<file path="src/rtl/debug_scan_master.sv">
// debug_scan_master: steps the core and dumps debug registers as a byte stream
// Optional DBG_SCAN_ADDR_TAG_EN prefixes each word with an address tag byte.
module debug_scan_master #(
  parameter logic [6:0] ADDR_FIRST = 7'd0,
  parameter logic [6:0] ADDR_LAST = 7'd63,
  parameter int READ_LAT = 2,
  parameter int STEP_CYCLES = 4
) (
  input  logic        clk,
  input  logic        rst,
  input  logic        halt_i,
  input  logic        start,
  input  logic        step_req,
  input  logic        dump_after_step,
  output logic        debug_en_o,
  output logic        debug_step_o,
  output logic [6:0]  debug_addr_o,
  input  logic [31:0] debug_data_i,
  output logic [7:0]  tx_data,
  output logic        tx_valid,
  input  logic        tx_ready,
  output logic        busy,
  output logic        done
);
  typedef enum logic [2:0] {IDLE, STEP_HI, STEP_LO, ADDR, WAIT, CAPTURE, SEND, DONE} state_t;
`ifdef DBG_SCAN_ADDR_TAG_EN
  localparam int IW = 3;
  localparam logic [IW-1:0] IDX_TOP = 3'd4;
`else
  localparam int IW = 2;
  localparam logic [IW-1:0] IDX_TOP = 2'd3;
`endif
  localparam int CMAX = STEP_CYCLES > READ_LAT ? STEP_CYCLES : READ_LAT;
  localparam int CW = $clog2(CMAX + 1);
  localparam logic [CW-1:0] STEP_END = CW'(STEP_CYCLES - 1);
  localparam logic [CW-1:0] WAIT_END = CW'(READ_LAT > 1 ? READ_LAT - 2 : 0);
  state_t state, state_nx;
  logic [CW-1:0] cnt;
  logic [6:0] addr;
  logic [31:0] capture;
  logic [IW-1:0] idx;
  logic dump_flag, hs, step_go;
  assign hs = tx_valid & tx_ready;
  assign step_go = step_req & debug_en_o;
  assign busy = state != IDLE;
  assign done = state == DONE;
  assign debug_step_o = state == STEP_HI;
  assign tx_valid = state == SEND;
`ifdef DBG_SCAN_ADDR_TAG_EN
  assign tx_data = !tx_valid ? 8'h00 : (idx == IDX_TOP) ? {1'b1, addr} : capture[{idx[1:0], 3'b000} +: 8];
`else
  assign tx_data = tx_valid ? capture[{idx, 3'b000} +: 8] : 8'h00;
`endif
  always_comb begin
    state_nx = state;
    case (state)
      IDLE:    state_nx = step_go ? STEP_HI : (start && !step_req) ? ADDR : IDLE;
      STEP_HI: state_nx = (cnt == STEP_END) ? STEP_LO : STEP_HI;
      STEP_LO: state_nx = (cnt != STEP_END) ? STEP_LO : dump_flag ? ADDR : IDLE;
      ADDR:    state_nx = (READ_LAT == 1) ? CAPTURE : WAIT;
      WAIT:    state_nx = (cnt == WAIT_END) ? CAPTURE : WAIT;
      CAPTURE: state_nx = SEND;
      SEND:    state_nx = !(hs && idx == '0) ? SEND : (addr == ADDR_LAST) ? DONE : ADDR;
      DONE:    state_nx = IDLE;
      default: state_nx = IDLE;
    endcase
  end
  always_ff @(posedge clk or posedge rst) begin
    if (rst) begin
      state <= IDLE;
      cnt <= '0;
      addr <= ADDR_FIRST;
      capture <= '0;
      idx <= '0;
      dump_flag <= 1'b0;
      debug_en_o <= 1'b0;
      debug_addr_o <= ADDR_FIRST;
    end else begin
      state <= state_nx;
      debug_en_o <= halt_i;
      // one counter serves both step phases and the read wait; any state change restarts it
      cnt <= (state != state_nx) ? '0 : cnt + 1'b1;
      if (state == IDLE && step_go) dump_flag <= dump_after_step;
      if (state == ADDR) debug_addr_o <= addr;
      if (state == CAPTURE) begin
        capture <= debug_data_i;
        idx <= IDX_TOP;
      end
      if (hs) idx <= idx - 1'b1;
      if (hs && idx == '0 && addr != ADDR_LAST) addr <= addr + 1'b1;
      if (state == DONE) begin
        debug_addr_o <= ADDR_FIRST;
        addr <= ADDR_FIRST;
      end
    end
  end
endmodule

</file>
<file path="config.mk">
export PLATFORM = sky130hd
export DESIGN_NAME = debug_scan_master
export DESIGN_NICKNAME = d
export VERILOG_FILES = /design/src/rtl/debug_scan_master.sv
export SDC_FILE = /design/constraint.sdc
export NUM_CORES = 1
export LEC_CHECK = 0
export CAP_MARGIN = 5
export CORE_ASPECT_RATIO = 0.75
export CORE_MARGIN = 3
export CORE_UTILIZATION = 50
export DETAILED_ROUTE_END_ITERATION = 10
export GPL_TIMING_DRIVEN = 0
export PLACE_DENSITY = 0.79
export SLEW_MARGIN = 20
export SYNTH_ARGS = -nofsm -noshare
export SYNTH_HDL_FRONTEND = slang
export SYNTH_SLANG_ARGS = --single-unit
</file>
<file path="constraint.sdc">
create_clock -name clk -period 3.6 [get_ports clk]
set_input_delay 0.36 -clock clk [delete_from_list [all_inputs] [get_ports clk]]
set_output_delay 0.36 -clock clk [all_outputs]
set_load 0.02 [all_outputs]
</file>
==> metrics.txt, run 1 <==
post-synth net total 260; CTS tree done; DP Cell Count 346; Filler cells 395; Port Buffers 58; crit path DAT 2400 ps; Remaining DRCs 0; crit path from state[2]; layout cells sized above 1 11.7%; RSZ-0062 raised after global routing false; Synth Register Bits 56; Core ar. 0.00504 sq mm; Antenna Cells 0; first-pass GRT wire length 9.63 mm; Initial Utilization 53.1%; FMAX 362 MHz; Buf+Inv Stages, Crit Path 4; slowest stage cell, crit path clkdlybuf4s50_1; Die Footprint 0.00627 sq mm; Seq/Total Area, Yosys 52.4%; crit start category flip-flop; static leakage 1.44 nW; num ports 59; die height 69.3 um; CTS H-tree depth 2; Die Wd 90.5 um; largest net degree at the start of global routing 57; post-synthesis cell area 0.00268 sq mm; Hold Path Class in -> reg; vias per inst 5.34; total of warnings raised by yosys 0; area of the multi-input gates 0.00117 sq mm; Top Family by Delay on Critical Path buffers and inverters; Pins Over Slew Limit 0; Vias 1,885; Finished Layout Cells 353; hold_buf cts 0; Tightest Pin Transition 683 ps; Gate Count Post-Synth 216; VDD IR max 0.000356 V; post-CTS sizing 0; Total GRT Usage 19.3%; reg2reg start idx[0]; mean post-synth cell area 12.4 sq um; post-synthesis cell type count 38; final worst slack 839 ps; Sum Neg Setup Slack 0 ps; worst path required time 3240 ps; cell-by-cell trace of the critical path buf_2, clkbuf_1, nand3_1, inv_1, clkdlybuf4s50_1; Post-CTS Setup Bufs 0; placement row count 22; vias in the first global route 1,964; total of max-cap violations 0; worst skew pair latency 310 ps; nets@finish 325; CTS Buf Count 5; wire per inst 16.2 um; period utilization 76.7%; Detailed Routing Iterations Pass 1 4; Syn-to-layout area delta 28.2%; RePlAce Congestion 0.796; min-delay src halt_i; setup violators final 0; Max-slew headroom 54.4%; final hold vios 0; crit end category primary output; CP Max Fanout 10; Bufs on Longest Clock Path 2; 1st-iter DRT viols 81; final WL 5.72 mm; Post-Place Worst Slack 1210 ps; status finished, final reports clean; clock-pin slew on the worst setup and hold paths 100 ps; slowest stage delay, CP 630 ps; Worst Setup Path Type reg -> out; minimum clock period after layout 2760 ps; GR Overflow Total 0; skew final 8.87 ps; Final ANT Viol Nets 0; hpwl dp 4.26 mm; antenna violations before repair 0; CTS Root Cell clkbuf_8; Num Clock Sinks 56; power density cells 708 mW/mm^2; FF+latch area 0.00140 sq mm
where the power goes:
| part | leakage (nW) | switching [mW] | internal (mW) |
|---|---|---|---|
| Clock | 0.0400 | 0.203 | 0.132 |
| Sequential | 0.696 | 0.139 | 0.875 |
| Combinational | 0.706 | 0.501 | 0.577 |
| Total | 1.44 | 0.842 | 1.58 |
metrics by stage:
step           hold slack (ps)  utilization [%]  area, sq um  power, mW
6_report                   482             68.1         3430       2.43
5_1_grt                    465             68.1         3430       2.60
4_1_cts                    477             68.1         3430       2.45
3_5_place_dp               469             66.5         3350       2.11
3_3_place_gp               461             66.4         3350       2.05
2_1_floorplan              391                -         2680       1.75
cell type report:
| class | count | area share [%] |
|---|---|---|
| Sequential cell | 56 | 40.9 |
| Timing Repair Buffer | 58 | 16.9 |
| Inverter | 10 | 1.17 |
| Buffer | 13 | 1.93 |
| Multi-Input combinational cell | 137 | 34.1 |
| Clock buffer | 5 | 2.01 |
| Clock inverter | 2 | 0.365 |
| Tap cell | 72 | 2.63 |
cells in the mapped netlist (all sizes together):
master	number	area share, %
nand2	15	2.1
ha	5	2.3
or4b	1	0.37
and3	1	0.23
o31ai	3	0.84
nand4b	1	0.33
dfrtp	56	52
or3	1	0.23
or4	1	0.28
nor2b	1	0.23
nor3b	1	0.28
mux2	33	14
nor3	1	0.37
a221o	1	0.37
xnor2	1	0.33
o31a	1	0.33
o311a	1	0.37
nand2b	10	2.3
nand3b	1	0.28
a311oi	1	0.33
o311ai	2	0.94
nor2	5	0.70
a21oi	4	0.75
mux2i	2	0.75
and2	13	3.0
and3b	1	0.37
o211ai	3	0.84
inv	10	1.4
nand3	6	1.1
clkbuf	4	0.56
buf	9	1.9
a31oi	1	0.23
xor2	1	0.33
mux4	8	6.7
o21ai	11	2.1
sequential cells by signal, summed over array words and instances (netlist names):
signal,cells
addr,7
debug_addr_o,7
state,3
cnt,3
idx,2
dump_flag,1
capture,32
debug_en_o,1
per-layer routing:
metal  share of wire, %  track usage [%]
met1                 45             26.6
met2                 49             30.8
met3                4.2             4.12
met4                1.7             5.60
met5                  0                0
final timing paths:
kind,end,slack [ps],cells after the start
worst min register to register,debug_addr_o[0],490,2
worst min-delay path,debug_en_o,480,1
max in group asynchronous,capture[11],2630,2
min in group asynchronous,capture[23],510,2
worst max register to register,cnt[1],1700,7
worst max-delay path,done,840,5
layout by cell type (no fill, tap or decap), drive strengths merged, types with 6 or more instances in the layout:
cell type | Yosys | routed
clkdlybuf4s50 | 0 | 58
dfrtp | 56 | 56
mux2 | 33 | 33
nand2 | 15 | 15
and2 | 13 | 13
o21ai | 11 | 11
nand2b | 10 | 10
inv | 10 | 10
buf | 9 | 9
clkbuf | 4 | 9
mux4 | 8 | 8
nand3 | 6 | 6
cells by family (layout without fill, tap and decap cells):
kind of cell,count (synthesis),after routing,share of synthesized area (%)
AND/OR/NAND/NOR,59,59,12.3
adder cells (fa/ha/maj),5,5,2.34
buffers and inverters,23,88,3.88
flip-flops,56,56,52.4
XOR/XNOR,2,2,0.655
multiplexers,43,43,21.4
AO/OA/AOI/OAI,28,28,7.06
(Power assumes the default switching activity.)
==> run 2, diff against run 1 <==
--- a/config.mk
+++ b/config.mk
@@ -8,10 +8,10 @@
 export CAP_MARGIN = 5
 export CORE_ASPECT_RATIO = 0.75
 export CORE_MARGIN = 3
-export CORE_UTILIZATION = 50
+export CORE_UTILIZATION = 45
 export DETAILED_ROUTE_END_ITERATION = 10
 export GPL_TIMING_DRIVEN = 0
-export PLACE_DENSITY = 0.79
+export PLACE_DENSITY = 0.75
 export SLEW_MARGIN = 20
 export SYNTH_ARGS = -nofsm -noshare
 export SYNTH_HDL_FRONTEND = slang
==> constraint.sdc (replaced) <==
create_clock -name clk -period 2.3 [get_ports clk]
set_input_delay 0.23 -clock clk [delete_from_list [all_inputs] [get_ports clk]]
set_output_delay 0.23 -clock clk [all_outputs]
set_load 0.02 [all_outputs]
==> metrics.txt, run 2 (synthesized netlist as in run 1, its figures left out) <==
Syn-to-layout area delta 30.2%; Final ANT Viol Nets 0 (unchanged); 1st-iter DRT viols 62 (-23%); most common cell after layout, fill and taps aside dfrtp_1; period utilization 93.3%; antenna violations before repair 0 (unchanged); Antenna Cells 0 (unchanged); final worst slack 155 ps (-685 ps); largest registers capture (32), addr (7), debug_addr_o (7); Top reg by flops capture; Post-CTS Setup Bufs 0 (unchanged); hpwl dp 4.03 mm (-5.3%); final hold vios 0 (unchanged); Die Wd 95.0 um (+5.1%); Pins Over Slew Limit 0 (unchanged); worst skew pair latency 310 ps (about the same); worst path required time 2070 ps (-1170 ps); Finished Layout Cells 355 (+0.57%); Post-Place Worst Slack 86.3 ps (-1120 ps); final core utilization 62.7% (-5.4 points); CTS tree done; Port Buffers 58 (unchanged); total of max-cap violations 0 (unchanged); RSZ-0062 raised after global routing false; nets@finish 323 (-0.62%); crit end category primary output; CTS H-tree depth 2 (unchanged); vias in the first global route 1,856 (-5.5%); met2 Use GR 26.3% (-4.5 points); status finished, final reports clean; RePlAce Congestion 0.840 (+5.6%); Detailed Routing Iterations Pass 1 4 (unchanged); setup violators final 0 (unchanged); placement row count 23 (+4.5%); met3 usage 3.51% (-0.62 points); min-delay src halt_i; CTS Buf Count 5 (unchanged); skew final 10.4 ps (+1.56 ps); GR Overflow Total 0 (unchanged); crit path DAT 1920 ps (-480 ps); GRT busiest layer met2; layout cells sized above 1 12.1% (+0.40 points); static leakage 1.56 nW (+8.5%); GR Layer Usage met1 25.3% (-1.3 points); Die Footprint 0.00692 sq mm (+10%); Max-slew headroom 54.2% (-0.21 points); DP Cell Count 349 (+0.87%); Worst Setup Path Type reg -> out; FMAX 466 MHz; minimum clock period after layout 2150 ps; Remaining DRCs 0 (unchanged); reg2reg start idx[0]; hold_buf cts 0 (unchanged); power density cells 1120 mW/mm^2 (+58%); CP Max Fanout 10 (unchanged); hold_ws 355 ps (-128 ps); largest net degree at the start of global routing 57 (unchanged); first-pass GRT wire length 9.11 mm (-5.4%); die height 72.8 um (+4.9%); Initial Utilization 48.2% (-4.9 points); Tightest Pin Transition 687 ps (+3.19 ps); Vias 1,872 (-0.69%); CTS Root Cell clkbuf_8; num ports 59 (unchanged); vias per inst 5.27 (-1.2%); Hold Path Class in -> reg; Num Clock Sinks 56 (unchanged); crit start category flip-flop; VDD IR max 0.000522 V (+47%); commonest non-fill, non-tap cells in the layout 56 x dfrtp_1, 50 x clkdlybuf4s50_1, 28 x mux2_1, 15 x nand2_1, 13 x and2_1; Core ar. 0.00555 sq mm (+10%); Bufs on Longest Clock Path 2 (unchanged); crit path from idx[0]; Total GRT Usage 17.5% (-1.8 points); final WL 5.58 mm (-2.3%); wire per inst 15.7 um (-2.9%); clock-pin slew on the worst setup and hold paths 100 ps (about the same); max reg flops 32 (unchanged)
[run 2: changes by cell type in the layout (fill, tap and decap cells not counted), moves of 2 or more]
cell             before  now
clkdlybuf4s50_1      58   50
dlymetal6s2s_1        0    5
buf_2                 8    5
dlygate4sd2_1         0    3
buf_4                 0    2
clkbuf_1              4    2
[run 2: layout make-up]
class	instances	area, sq um
buffer	11	66.3
clock buffer	6	82.6
clock inverter	2	38.8
fill	461	2070
inverter	10	40.0
multi-input combinational	137	1170
sequential	56	1400
tap	75	93.8
timing repair buffer	58	589
[run 2: per-layer routing]
layer  part of all wire (%)  up-vias  routed length [um]
met5                      0        -                   0
met4                    1.6        0                  89
met3                    3.6        8                 202
met2                     46       43                2560
met1                     49      937                2740
li1                       -      884                   -
[run 2: metrics by stage]
step	area [sq um]	total power, mW	setup TNS, ps
detailed placement	3350	3.27	0
floorplan	2680	2.74	0
global route	3480	4.17	0
finish	3480	3.90	0
global placement	3350	3.21	-21640
CTS	3470	3.94	0
[run 2: final timing paths]
check / to / slack, ps / cells after the start
max: tx_data[1] / 150 / 4
min: debug_en_o / 350 / 1
max reg2reg: addr[3] / 430 / 8
min reg2reg: capture[29] / 490 / 1
max in group asynchronous: cnt[1] / 1460 / 2
min in group asynchronous: debug_addr_o[3] / 380 / 2
[run 2: what timing repair did]
action / in CTS / in global routing
gates resized for setup: 5 / 6
setup endpoints to repair: 10 / 5
pin swaps: 0 / 0
[run 2: power breakdown]
| part | total (mW) | internal, mW | switching, mW |
|---|---|---|---|
| clock network | 0.679 | 0.356 | 0.323 |
| logic | 1.65 | 0.891 | 0.758 |
| registers | 1.57 | 1.37 | 0.200 |
| total | 3.90 | 2.62 | 1.28 |
[run 2: critical path, stage by stage, from the launching register on]
cell	delay, ps
dfrtp_1	390
buf_4	220
mux4_2	500
and2_1	170
dlygate4sd2_1	320
